File: src/rtl/i2c_txn_arbiter.sv
// i2c_txn_arbiter: round-robin arbiter that shares one byte-level I2C
// engine among NREQ requesters and runs START, ADDR, DATA, STOP per grant.
// Ports:
//   CLK, RST                        clock, synchronous active-high reset
//   req/req_addr/req_rw/req_wdata   per-requester request bundle
//   gnt, done, busy                 one-hot grant, completion pulse, busy
//   rsp_rdata/rsp_nack/rsp_timeout  response of the last transaction
//   eng_valid/eng_cmd/eng_tx/eng_tx_ack/eng_ready  engine command channel
//   eng_done/eng_rx/eng_ack_in      engine completion and returned data
module i2c_txn_arbiter #(
    parameter int NREQ    = 4,
    parameter int TIMEOUT = 1023
) (
    input  logic              CLK,
    input  logic              RST,
    input  logic [NREQ-1:0]   req,
    input  logic [7*NREQ-1:0] req_addr,
    input  logic [NREQ-1:0]   req_rw,
    input  logic [8*NREQ-1:0] req_wdata,
    output logic [NREQ-1:0]   gnt,
    output logic [NREQ-1:0]   done,
    output logic [7:0]        rsp_rdata,
    output logic              rsp_nack,
    output logic              rsp_timeout,
    output logic              busy,
    output logic              eng_valid,
    output logic [1:0]        eng_cmd,
    output logic [7:0]        eng_tx,
    output logic              eng_tx_ack,
    input  logic              eng_ready,
    input  logic              eng_done,
    input  logic [7:0]        eng_rx,
    input  logic              eng_ack_in
);

    localparam int IW = $clog2(NREQ);
    localparam int CW = $clog2(TIMEOUT + 1);

    localparam logic [1:0] CMD_START = 2'b00;
    localparam logic [1:0] CMD_WRITE = 2'b01;
    localparam logic [1:0] CMD_READ  = 2'b10;
    localparam logic [1:0] CMD_STOP  = 2'b11;

    typedef enum logic [2:0] {
        S_IDLE,
        S_START,
        S_ADDR,
        S_DATA,
        S_STOP,
        S_RESP
    } state_t;

    state_t          state_q, state_d;
    logic            wait_q, wait_d;
    logic [CW-1:0]   cnt_q, cnt_d;
    logic [NREQ-1:0] gnt_q, gnt_d;
    logic [IW-1:0]   ptr_q, ptr_d;
    logic [6:0]      addr_q, addr_d;
    logic            rw_q, rw_d;
    logic [7:0]      wdata_q, wdata_d;
    logic [7:0]      rdata_q, rdata_d;
    logic            nack_q, nack_d;
    logic            tmo_q, tmo_d;

    logic [6:0]      addr_arr  [NREQ];
    logic [7:0]      wdata_arr [NREQ];
    logic            win_found;
    logic [IW-1:0]   win_idx;
    logic [IW-1:0]   scan_idx;
    logic            step_done;
    logic            step_tmo;

    for (genvar i = 0; i < NREQ; i++) begin : g_unpack
        assign addr_arr[i]  = req_addr[7*i +: 7];
        assign wdata_arr[i] = req_wdata[8*i +: 8];
    end

    // First set request at or after the pointer, wrapping modulo NREQ.
    always_comb begin
        win_found = 1'b0;
        win_idx   = '0;
        scan_idx  = '0;
        for (int k = 0; k < NREQ; k++) begin
            scan_idx = IW'((int'(ptr_q) + k) % NREQ);
            if (!win_found && req[scan_idx]) begin
                win_found = 1'b1;
                win_idx   = scan_idx;
            end
        end
    end

    always_comb begin
        state_d   = state_q;
        wait_d    = wait_q;
        cnt_d     = cnt_q;
        gnt_d     = gnt_q;
        ptr_d     = ptr_q;
        addr_d    = addr_q;
        rw_d      = rw_q;
        wdata_d   = wdata_q;
        rdata_d   = rdata_q;
        nack_d    = nack_q;
        tmo_d     = tmo_q;
        eng_valid = 1'b0;
        eng_cmd   = CMD_START;
        eng_tx    = 8'h00;
        done      = '0;
        // Done in the acceptance cycle is ignored: only the wait phase counts.
        step_done = wait_q && eng_done;
        step_tmo  = !step_done && (cnt_q == CW'(TIMEOUT - 1));

        if (state_q != S_IDLE && state_q != S_RESP) begin
            eng_valid = !wait_q;
            cnt_d     = cnt_q + CW'(1);
            if (!wait_q && eng_ready) begin
                wait_d = 1'b1;
            end
            if (step_done || step_tmo) begin
                cnt_d  = '0;
                wait_d = 1'b0;
            end
            if (step_tmo) begin
                tmo_d   = 1'b1;
                state_d = (state_q == S_STOP) ? S_RESP : S_STOP;
            end
        end

        unique case (state_q)
            S_IDLE: begin
                if (win_found) begin
                    gnt_d          = '0;
                    gnt_d[win_idx] = 1'b1;
                    addr_d         = addr_arr[win_idx];
                    rw_d           = req_rw[win_idx];
                    wdata_d        = wdata_arr[win_idx];
                    rdata_d        = 8'h00;
                    nack_d         = 1'b0;
                    tmo_d          = 1'b0;
                    cnt_d          = '0;
                    wait_d         = 1'b0;
                    ptr_d          = (win_idx == IW'(NREQ - 1)) ?
                                     '0 : win_idx + IW'(1);
                    state_d        = S_START;
                end
            end
            S_START: begin
                eng_cmd = CMD_START;
                if (step_done) begin
                    state_d = S_ADDR;
                end
            end
            S_ADDR: begin
                eng_cmd = CMD_WRITE;
                eng_tx  = {addr_q, rw_q};
                if (step_done) begin
                    if (eng_ack_in) begin
                        nack_d  = 1'b1;
                        state_d = S_STOP;
                    end else begin
                        state_d = S_DATA;
                    end
                end
            end
            S_DATA: begin
                eng_cmd = rw_q ? CMD_READ : CMD_WRITE;
                eng_tx  = rw_q ? 8'h00 : wdata_q;
                if (step_done) begin
                    if (rw_q) begin
                        rdata_d = eng_rx;
                    end else begin
                        nack_d = eng_ack_in;
                    end
                    state_d = S_STOP;
                end
            end
            S_STOP: begin
                eng_cmd = CMD_STOP;
                if (step_done) begin
                    state_d = S_RESP;
                end
            end
            S_RESP: begin
                done    = gnt_q;
                gnt_d   = '0;
                state_d = S_IDLE;
            end
            default: begin
                state_d = S_IDLE;
            end
        endcase
    end

    always_ff @(posedge CLK) begin
        if (RST) begin
            state_q <= S_IDLE;
            wait_q  <= 1'b0;
            cnt_q   <= '0;
            gnt_q   <= '0;
            ptr_q   <= '0;
            addr_q  <= '0;
            rw_q    <= 1'b0;
            wdata_q <= '0;
            rdata_q <= '0;
            nack_q  <= 1'b0;
            tmo_q   <= 1'b0;
        end else begin
            state_q <= state_d;
            wait_q  <= wait_d;
            cnt_q   <= cnt_d;
            gnt_q   <= gnt_d;
            ptr_q   <= ptr_d;
            addr_q  <= addr_d;
            rw_q    <= rw_d;
            wdata_q <= wdata_d;
            rdata_q <= rdata_d;
            nack_q  <= nack_d;
            tmo_q   <= tmo_d;
        end
    end

    assign gnt         = gnt_q;
    assign busy        = (state_q != S_IDLE);
    assign rsp_rdata   = rdata_q;
    assign rsp_nack    = nack_q;
    assign rsp_timeout = tmo_q;
    // Single-byte reads always end with a master NACK.
    assign eng_tx_ack  = 1'b1;

endmodule

File: config.mk
export PLATFORM = sky130hd
export DESIGN_NAME = i2c_txn_arbiter
export DESIGN_NICKNAME = d
export VERILOG_FILES = /design/src/rtl/i2c_txn_arbiter.sv
export SDC_FILE = /design/constraint.sdc
export NUM_CORES = 1
export LEC_CHECK = 0
export ABC_AREA = 1
export ABC_CLOCK_PERIOD_IN_PS = 6000
export CAP_MARGIN = 10
export CORE_MARGIN = 1.5
export CORE_UTILIZATION = 30
export CTS_CLUSTER_SIZE = 8
export DETAILED_ROUTE_END_ITERATION = 6
export SYNTH_ARGS = -nofsm -noshare
export SYNTH_HDL_FRONTEND = slang
export SYNTH_SLANG_ARGS = --single-unit
File: constraint.sdc
create_clock -name CLK -period 6 [get_ports CLK]
set_clock_uncertainty 0.1 [all_clocks]
set_input_delay 0.6 -clock CLK [delete_from_list [all_inputs] [get_ports CLK]]
set_output_delay 0.6 -clock CLK [all_outputs]
set_load 0.05 [all_outputs]
==> reports/results.ini <==
[finish]
nNetsFinal = 639
syn2layout_area_growth_pct = 41.72
postLayoutCoreUtil_pct = 44.54
design_area_sq_um = 4174
num-fill-cells = 978
antenna_cells = 0
mostFrequentLayoutCells = nand2_1, clkdlybuf4s50_1, nand3_1
drive_gt1_share_pct = 5.787
layout_commonest_cell = nand2_1

[floorplanning]
die_h_um = 102.1
die-area_sq_um = 10420
start_util_pct = 31.43
coreArea_sq_um = 9371
ios = 112
rows = 35
die_w_um = 102.1

[global_route]
grt_first_pass_wirelength_mm = 13.95
grt_usage_pct = 16.55
grt_pass1_vias = 3114
antenna_found_initial = 0
grt_start_max_net_pins = 36
grt_overflow_total = 0

[routing]
ant_nets = 0
routed_wl_mm = 8.363
via_per_inst = 4.802
first_pass_iters = 4
drcViolationCount = 0
vias = 3275
wire_per_inst_um = 12.26
drt_iter0_markers = 152

[sta]
whs_ps = 354.5
slew_violations = 0
fmax_mhz = 300.7
post-route-min-period_ps = 3326
max_slew_margin_pct = 35.67
setup_viol = 0
hold_viol_final = 0
rsz0062_at_grt = no
tightest_slew_ps = 962.7
timing.final.crit_share_pct = 55.43
fin_tns_setup_ps = 0

[yosys]
syn-num-nets = 542
netlist_area_sq_um = 2945
ys_types = 37
yosysWarningCount = 0
synth.avg_cell_area_sq_um = 6.473
synth.ff_latch_count = 46
synth-seq-area-share_pct = 31.27
netlist_instances = 455

[pwr]
p_total_w = 0.001557
p_leak_nw = 1.728
p_per_area_nw_per_um2 = 372.9
ir_drop_uv = 148.1

[status]
outcome = finished, final reports clean

[worst_setup_path]
worst-setup-path-type = reg2out
worstPathArrival_ps = 2630
crit_chain = inv_2 -> nand2_1 -> inv_1 -> nand2_1 -> nor2_1 -> a22o_1 -> clkdlybuf4s50_1
cpPeakStageDelay_ps = 810
cpMostUsedCell = nand2_1
required_ps = 5300
start_kind = flip-flop
slowest_stage = clkdlybuf4s50_1
end_kind = primary output
crit_fanout = 9

[placed_design]
dpl_cell_area_sq_um = 4079
portBuffers = 110
hpwlAfterDp_mm = 6.633
gp_congestion = 0.9006

[cts]
htree_levels = 2
post_cts_buffers = 0
cts_tree = yes
postCtsResizedCells = 0
root_buffer = clkbuf_8
clkLatencyLatePin_ps = 300
clockBufferDepth = 2
cts.sinks = 46
hold_buffers = 0
clk_pin_slew_ps = 80
numCtsBuffers = 5

[flow_run]
cap_violations = 0

[worst_hold_path]
hp-class = reg2reg

[state kept, by name (all words and copies together) (netlist names)]
register and count:
cnt_q 10, rsp_rdata 8, wdata_q 8, addr_q 7
gnt 4, state_q 3, ptr_q 2, rsp_nack 1
rsp_timeout 1, rw_q 1, wait_q 1
[cell families (layout without fill, tap and decap cells)]
group / count (synthesis) / after routing / share of synthesized area [%]
XOR/XNOR: 6 / 6 / 1.784
other: 1 / 1 / 0.1273
buffers and inverters: 59 / 157 / 9.345
AO/OA/AOI/OAI: 52 / 52 / 11.13
flip-flops: 46 / 46 / 31.27
adder cells (fa/ha/maj): 6 / 6 / 2.549
AND/OR/NAND/NOR: 285 / 285 / 43.80
[final timing paths]
path                            startpoint   endpoint  slack (ps)  cells after the start
worst max register to register    ptr_q[0]     gnt[1]        2970                     12
worst min-delay path             addr_q[2]  addr_q[2]         350                      2
worst min register to register   addr_q[2]  addr_q[2]         350                      2
worst max-delay path            state_q[2]  eng_tx[3]        2670                      7
[power breakdown]
part / total (W) / leakage [nW] / internal [W] / switching, W
clock network: 0.000198 / 0.0472 / 0.0000927 / 0.000106
logic: 0.000947 / 1.30 / 0.000309 / 0.000639
registers: 0.000411 / 0.376 / 0.000365 / 0.0000455
[metrics by stage]
| step | cells | setup slack (ps) |
|---|---|---|
| after floorplan | 455 | 3251 |
| after global placement | 674 | 2732 |
| after detailed placement | 674 | 2668 |
| after CTS | 682 | 2650 |
| after global routing | 682 | 2472 |
| final | 682 | 2674 |
[metal layers]
metal  up-vias  GRT usage (%)  share of wire, %
li1       1700              -                 -
met1      1450          22.74                48
met5         -              0                 0
met3        14          2.531               4.8
met4         0          4.426               1.7
met2       111          27.05                46
[cell type report]
| type | count | area, sq um | area share, % |
|---|---|---|---|
| Inverter | 39 | 146.4 | 3.507 |
| Clock inverter | 2 | 12.51 | 0.2998 |
| Clock buffer | 6 | 82.58 | 1.978 |
| Tap cell | 129 | 161.4 | 3.867 |
| Sequential cell | 46 | 920.9 | 22.06 |
| Timing Repair Buffer | 110 | 1101 | 26.38 |
| Multi-Input combinational cell | 350 | 1749 | 41.91 |
[worst max-delay path, delay by kind of cell (launching register included)]
family                 cells  cell delay [ps]
buffers and inverters      3              990
AOI/OAI and AO/OA          1              260
DFF                        1              380
and+or+nand+nor            3              700
[Yosys cell counts, drive strengths merged]
library cell / n / area [sq um]
o21ai: 11 / 55.05
a22oi: 1 / 7.510
nor3: 4 / 20.02
a21oi: 22 / 117.6
nand4: 2 / 12.51
buf: 16 / 113.9
inv: 39 / 146.4
nand3: 108 / 558.0
nor4: 1 / 6.260
a22o: 7 / 61.31
nor3b: 1 / 7.510
nand2: 142 / 555.5
conb: 1 / 3.750
clkbuf: 4 / 15.01
dfxtp: 46 / 920.9
nor2: 27 / 130.1
a211oi: 7 / 57.55
ha: 6 / 75.07
a31oi: 1 / 6.260
o211ai: 2 / 15.01
xor2: 4 / 35.03
o31ai: 1 / 7.510
xnor2: 2 / 17.52
No activity file was read; power rests on OpenSTA's default activity.
